### src/rtl/instr_fetch_buffer.sv
// instr_fetch_buffer
// Fetch front end for the multi-cycle core. Words come from a synchronous-read
// instruction memory and go into a small prefetch FIFO. Decode takes them from
// the FIFO with a valid/ready handshake, and each word carries its PC.
// A redirect flushes the FIFO and restarts fetch at a new address.
// Halt stops new requests, but the FIFO keeps draining to decode.
module instr_fetch_buffer #(
    parameter int DEPTH = 4,
    parameter int AW    = 16,
    parameter int DW    = 16
) (
    input  logic          clk,
    input  logic          reset,
    output logic          imem_en,
    output logic [AW-1:0] imem_addr,
    input  logic [DW-1:0] imem_rdata,
    input  logic          redirect,
    input  logic [AW-1:0] redirect_pc,
    input  logic          halt,
    output logic [DW-1:0] ir,
    output logic [AW-1:0] ir_pc,
    output logic          ir_valid,
    input  logic          ir_ready
);

    localparam int PW = $clog2(DEPTH);
    localparam int CW = PW + 1;

    logic [AW-1:0] fetchPc_q, fetchPc_d;
    logic          inflight_q, inflight_d;
    logic [AW-1:0] inflightPc_q, inflightPc_d;
    logic [PW-1:0] rdPtr_q, rdPtr_d;
    logic [PW-1:0] wrPtr_q, wrPtr_d;
    logic [CW-1:0] count_q, count_d;

    logic [DW-1:0] wordMem_q [DEPTH];
    logic [AW-1:0] pcMem_q   [DEPTH];

    logic          pop;
    logic          push;
    logic          issue;
    logic [CW:0]   pending;

    // Handshake, capture and issue decisions for the current cycle
    always_comb begin
        ir_valid = (count_q != '0);
        ir       = wordMem_q[rdPtr_q];
        ir_pc    = pcMem_q[rdPtr_q];
        pop      = ir_valid && ir_ready;
        // Memory latency is one cycle, so a killed response arrives on the
        // same edge as the redirect and is dropped there.
        push     = inflight_q && !redirect;
        // Count the slots already promised to stored or in-flight words.
        // A pop in this cycle frees one slot before the new word can arrive.
        pending  = {1'b0, count_q} + (CW+1)'(inflight_q) - (CW+1)'(pop);
        // While reset is held low, no request goes out.
        issue    = reset && !halt && !redirect && (pending < (CW+1)'(DEPTH));
        imem_en   = issue;
        imem_addr = fetchPc_q;
    end

    // Next-state for fetch PC, in-flight tracking and FIFO bookkeeping
    always_comb begin
        fetchPc_d    = fetchPc_q;
        inflight_d   = issue;
        inflightPc_d = inflightPc_q;
        rdPtr_d      = rdPtr_q;
        wrPtr_d      = wrPtr_q;
        count_d      = count_q;

        if (issue) begin
            inflightPc_d = fetchPc_q;
        end

        if (redirect) begin
            // The flush also absorbs any pop in the same cycle.
            fetchPc_d = redirect_pc;
            rdPtr_d   = '0;
            wrPtr_d   = '0;
            count_d   = '0;
        end else begin
            if (issue) begin
                fetchPc_d = fetchPc_q + AW'(1);
            end
            if (push) begin
                wrPtr_d = wrPtr_q + PW'(1);
            end
            if (pop) begin
                rdPtr_d = rdPtr_q + PW'(1);
            end
            case ({push, pop})
                2'b10:   count_d = count_q + CW'(1);
                2'b01:   count_d = count_q - CW'(1);
                default: count_d = count_q;
            endcase
        end
    end

    // Control state registers, cleared asynchronously when reset is low
    always_ff @(posedge clk or negedge reset) begin
        if (!reset) begin
            fetchPc_q    <= '0;
            inflight_q   <= 1'b0;
            inflightPc_q <= '0;
            rdPtr_q      <= '0;
            wrPtr_q      <= '0;
            count_q      <= '0;
        end else begin
            fetchPc_q    <= fetchPc_d;
            inflight_q   <= inflight_d;
            inflightPc_q <= inflightPc_d;
            rdPtr_q      <= rdPtr_d;
            wrPtr_q      <= wrPtr_d;
            count_q      <= count_d;
        end
    end

    // FIFO storage. It is cleared on reset so that ir and ir_pc read as zero.
    always_ff @(posedge clk or negedge reset) begin
        if (!reset) begin
            for (int i = 0; i < DEPTH; i++) begin
                wordMem_q[i] <= '0;
                pcMem_q[i]   <= '0;
            end
        end else if (push) begin
            wordMem_q[wrPtr_q] <= imem_rdata;
            pcMem_q[wrPtr_q]   <= inflightPc_q;
        end
    end

endmodule

### config.mk
export PLATFORM = sky130hd
export DESIGN_NAME = instr_fetch_buffer
export DESIGN_NICKNAME = d
export VERILOG_FILES = /design/src/rtl/instr_fetch_buffer.sv
export SDC_FILE = /design/constraint.sdc
export NUM_CORES = 1
export LEC_CHECK = 0
export BUFFER_PORTS_ARGS = -buffer_cell sky130_fd_sc_hd__buf_2
export CAP_MARGIN = 20
export CORE_MARGIN = 2
export CORE_UTILIZATION = 50
export CTS_BUF_LIST = sky130_fd_sc_hd__clkbuf_4
export CTS_CLUSTER_SIZE = 8
export DETAILED_ROUTE_END_ITERATION = 8
export PLACE_DENSITY = 0.8
export SETUP_SLACK_MARGIN = 0.15
export SYNTH_ARGS = -nofsm -noshare
export SYNTH_HDL_FRONTEND = slang
export SYNTH_SLANG_ARGS = --single-unit
### constraint.sdc
create_clock -name clk -period 3.2 [get_ports clk]
set_input_delay 0.64 -clock clk [delete_from_list [all_inputs] [get_ports clk]]
set_output_delay 0.64 -clock clk [all_outputs]
set_load 0.005 [all_outputs]
==> flow_summary.ini <==
[route]
initialDrtViolationCount = 291
drc = 0
vias_per_cell = 5.75
dr.pass1.iters = 4
vias = 5064
wl_per_cell_um = 19.4
ant_nets = 0
drt_wl_total_um = 17100

[worst_setup_path]
start_kind = register
cpMaxStageDelayCell = dfrtp_1
critPathLaunch = count_q[0]$_DFFE_PN0P_
arrival_ps = 3590
crit_type = reg2reg
rr_worst_depth = 17
crit_end = inflightPc_q[11]$_DFFE_PN0P_
path_cells = o31a_1, ha_2, inv_2, ha_4, buf_4, nand3b_1, and4b_2, nor2_4, buf_4, buf_6, buf_6, buf_4, buf_4, buf_4, buf_8, clkbuf_16, mux2_4
r2r_slack_ps = 60
timing.rr.start = count_q[0]$_DFFE_PN0P_
cpPeakStageDelay_ps = 410
worstPathMaxFanout = 5
required_ps = 3650
end_kind = register
crit_path_frequent_cell = buf_4
rr_endpoint = inflightPc_q[11]$_DFFE_PN0P_

[timing]
period_needed_ps = 3140
maxSlewHeadroom_pct = 37.6
setup-tns-final_ps = 0
setup-violations-final = 0
finalCritPeriodShare_pct = 98.2
clock_skew_ps = 17.5
grt_setup_unrepaired = yes
slew_viol_final = 0
tightest_slew_ps = 936
clock.fmax_mhz = 318
hold_viol_final = 0

[power_and_ir_drop]
ir_drop_mv = 0.388
p_clk_share_pct = 20.7
swShare_pct = 30.0
pwr-share-comb_pct = 31.6
total_power_mw = 6.46
p_per_area_nw_per_um2 = 704
pwr-share-seq_pct = 47.7
p_int_mw = 4.52
p_leak_nw = 4.32
netSwitchingPower_mw = 1.94

[cells_and_area]
drive_gt1_share_pct = 51.3
area_delta_synth_final_pct = 15.9
nets = 698
diodes = 0
final_cells = 881

[global_route]
grt_usage_pct = 21.0
grt_pass1_wl_um = 27000
grt_max_degree = 85
overflow = 0
antenna_found_initial = 0
grt_pass1_vias = 5186

[placed_design]
gp_congestion = 0.903
place_inst = 827
place_hpwl_um = 10800
place.port_buffers = 86

[cts]
cts_sinks = 168
clkTransAtPathRegs_ps = 130
cts_max_level = 4
clock_latency_ps = 560
cts_buffer_depth = 2
cts-root-buf = clkbuf_4
cts_tree = done
cts_buffers = 17

[synth]
synth_top_area_share_pct = 53.1
synth_edf_count = 0
ys.flop_type = dfrtp_1
syn_area_um2 = 7920
synth_area_leaders = dfrtp_1, mux2_2, mux4_2
yosysMostFrequentCell = dfrtp_1
netlist_instances = 545
syn_area_per_cell_um2 = 14.5
ys_warn_count = 0
synth_top_area_cell = dfrtp_1
syn_nets = 591
ys_top_cells_by_count = dfrtp_1, mux2_2, mux4_2
ys_ff_latch = 168
synthArstFlopShare_pct = 100
synth-seq-area-share_pct = 53.1
ys_types = 56

[floorplan]
rows = 46
initial_core_util_pct = 50.6
core_area_um2 = 15700
die_area_um2 = 16900
die_width_um = 130
io_pins = 87
die_h_um = 130

[status]
outcome = finished clean

[min_path]
hp-class = in2reg

[flow_run]
max_cap_violations = 0
-- cell type report --
cell class                 instances  area (um2)
inverter                          10        40.0
sequential                       168        4210
tap                              216         270
clock buffer                      21         158
multi-input combinational        331        3520
clock inverter                    11         154
timing repair buffer             124         833
fill                            1226        6480
-- what timing repair did --
item / CTS / global route
gates cloned: 0 / 3
setup buffers: 13 / 4
hold buffers: 1 / 0
pin swaps: 4 / 7
endpoints found under the setup margin: 1 / 23
endpoints found under the hold margin: 8 / 0
gates resized for setup: 7 / 12
-- cells by family (layout without fill, tap and decap cells) --
logic type | after synthesis | count (layout) | share of synthesized area, %
adders and majority gates | 9 | 9 | 1.52
buffers and inverters | 46 | 166 | 2.83
muxes | 176 | 176 | 30.0
and+or+nand+nor | 88 | 88 | 6.56
DFF | 168 | 168 | 53.1
AOI/OAI and AO/OA | 51 | 51 | 5.21
xor gates and xnor gates | 7 | 7 | 0.774
-- critical path, delay by kind of cell, from the launching register on --
family / cells / cell delay, ps
AO/OA/AOI/OAI: 1 / 320
adder cells (fa/ha/maj): 2 / 380
buffers and inverters: 10 / 1170
flip-flops: 1 / 410
multiplexers: 1 / 300
AND/OR/NAND/NOR: 3 / 440
-- registers in the layout (all words and copies together), names as in the netlist --
| register | count |
|---|---|
| count_q | 3 |
| imem_addr | 16 |
| inflightPc_q | 16 |
| inflight_q | 1 |
| pcMem_q | 64 |
| rdPtr_q | 2 |
| wordMem_q | 64 |
| wrPtr_q | 2 |
-- power groups by stage --
| stage | clock, mW | sequential (mW) | combinational [mW] |
|---|---|---|---|
| after floorplan | 0 | 2.95 | 1.33 |
| after global placement | 0 | 3.06 | 1.83 |
| after detailed placement | 0 | 3.13 | 1.90 |
| after CTS | 1.37 | 3.08 | 1.99 |
| after global routing | 1.47 | 3.16 | 2.23 |
| final | 1.34 | 3.08 | 2.04 |
-- routing by layer --
layer  share of wire [%]  vias up  track usage, %  wire length (um)
li1                    -     2267               -                 -
met1                  44     2613            28.1              7430
met2                  50      166            34.5              8550
met3                 5.1       18            5.33               878
met4                 1.1        0            6.01               192
met5                   0        -               0                 0
-- metrics by stage --
step / util (%) / hold slack (ps) / area (um2) / worst slack, ps
finish: 58.6 / 320 / 9180 / 57.9
detailed placement: 54.8 / 462 / 8580 / 365
global route: 58.6 / 285 / 9180 / -28.8
floorplan: - / 344 / 7920 / 369
global placement: 54.8 / 462 / 8580 / 383
CTS: 57.6 / 279 / 9020 / 66.2
-- worst min path at each step --
stage	end	startpoint	slack, ps	cells past startpoint
4_1_cts	imem_addr[2]$_DFFE_PN0P_	redirect_pc[2]	280	3
3_3_place_gp	wordMem_q[48]$_DFFE_PN0P_	reset	460	1
5_1_grt	imem_addr[2]$_DFFE_PN0P_	redirect_pc[2]	290	3
3_5_place_dp	wordMem_q[48]$_DFFE_PN0P_	reset	460	1
6_report	imem_addr[2]$_DFFE_PN0P_	redirect_pc[2]	320	3
2_1_floorplan	count_q[0]$_DFFE_PN0P_	reset	340	0
-- cells in the final DEF (no fill, tap or decap), types with 3 or more instances in the layout --
cell       synthesis  routed
mux2i_1            3       3
inv_1             10       7
mux2_4            11      13
clkinv_1           0       4
a211o_1            5       5
a21oi_1            5       5
o21ai_0            7       7
or4_1              3       3
buf_6              2       6
nand4_1            4       4
o211ai_1           5       5
ha_1               8       6
buf_4              1      27
a2111oi_0          3       3
clkbuf_4           0      21
bufinv_16          0       4
and4_1             3       3
nor2_1            14      14
nand2_1            7       7
nand3_1           23      23
a221oi_1           5       5
a22o_1             4       4
nor2b_1           13      13
dfrtp_1          168     167
buf_2             26      84
nand2b_1           3       3
mux4_2            32      32
mux2_2           130     128
xnor2_1            5       5
No activity file was read; power rests on OpenSTA's default activity.
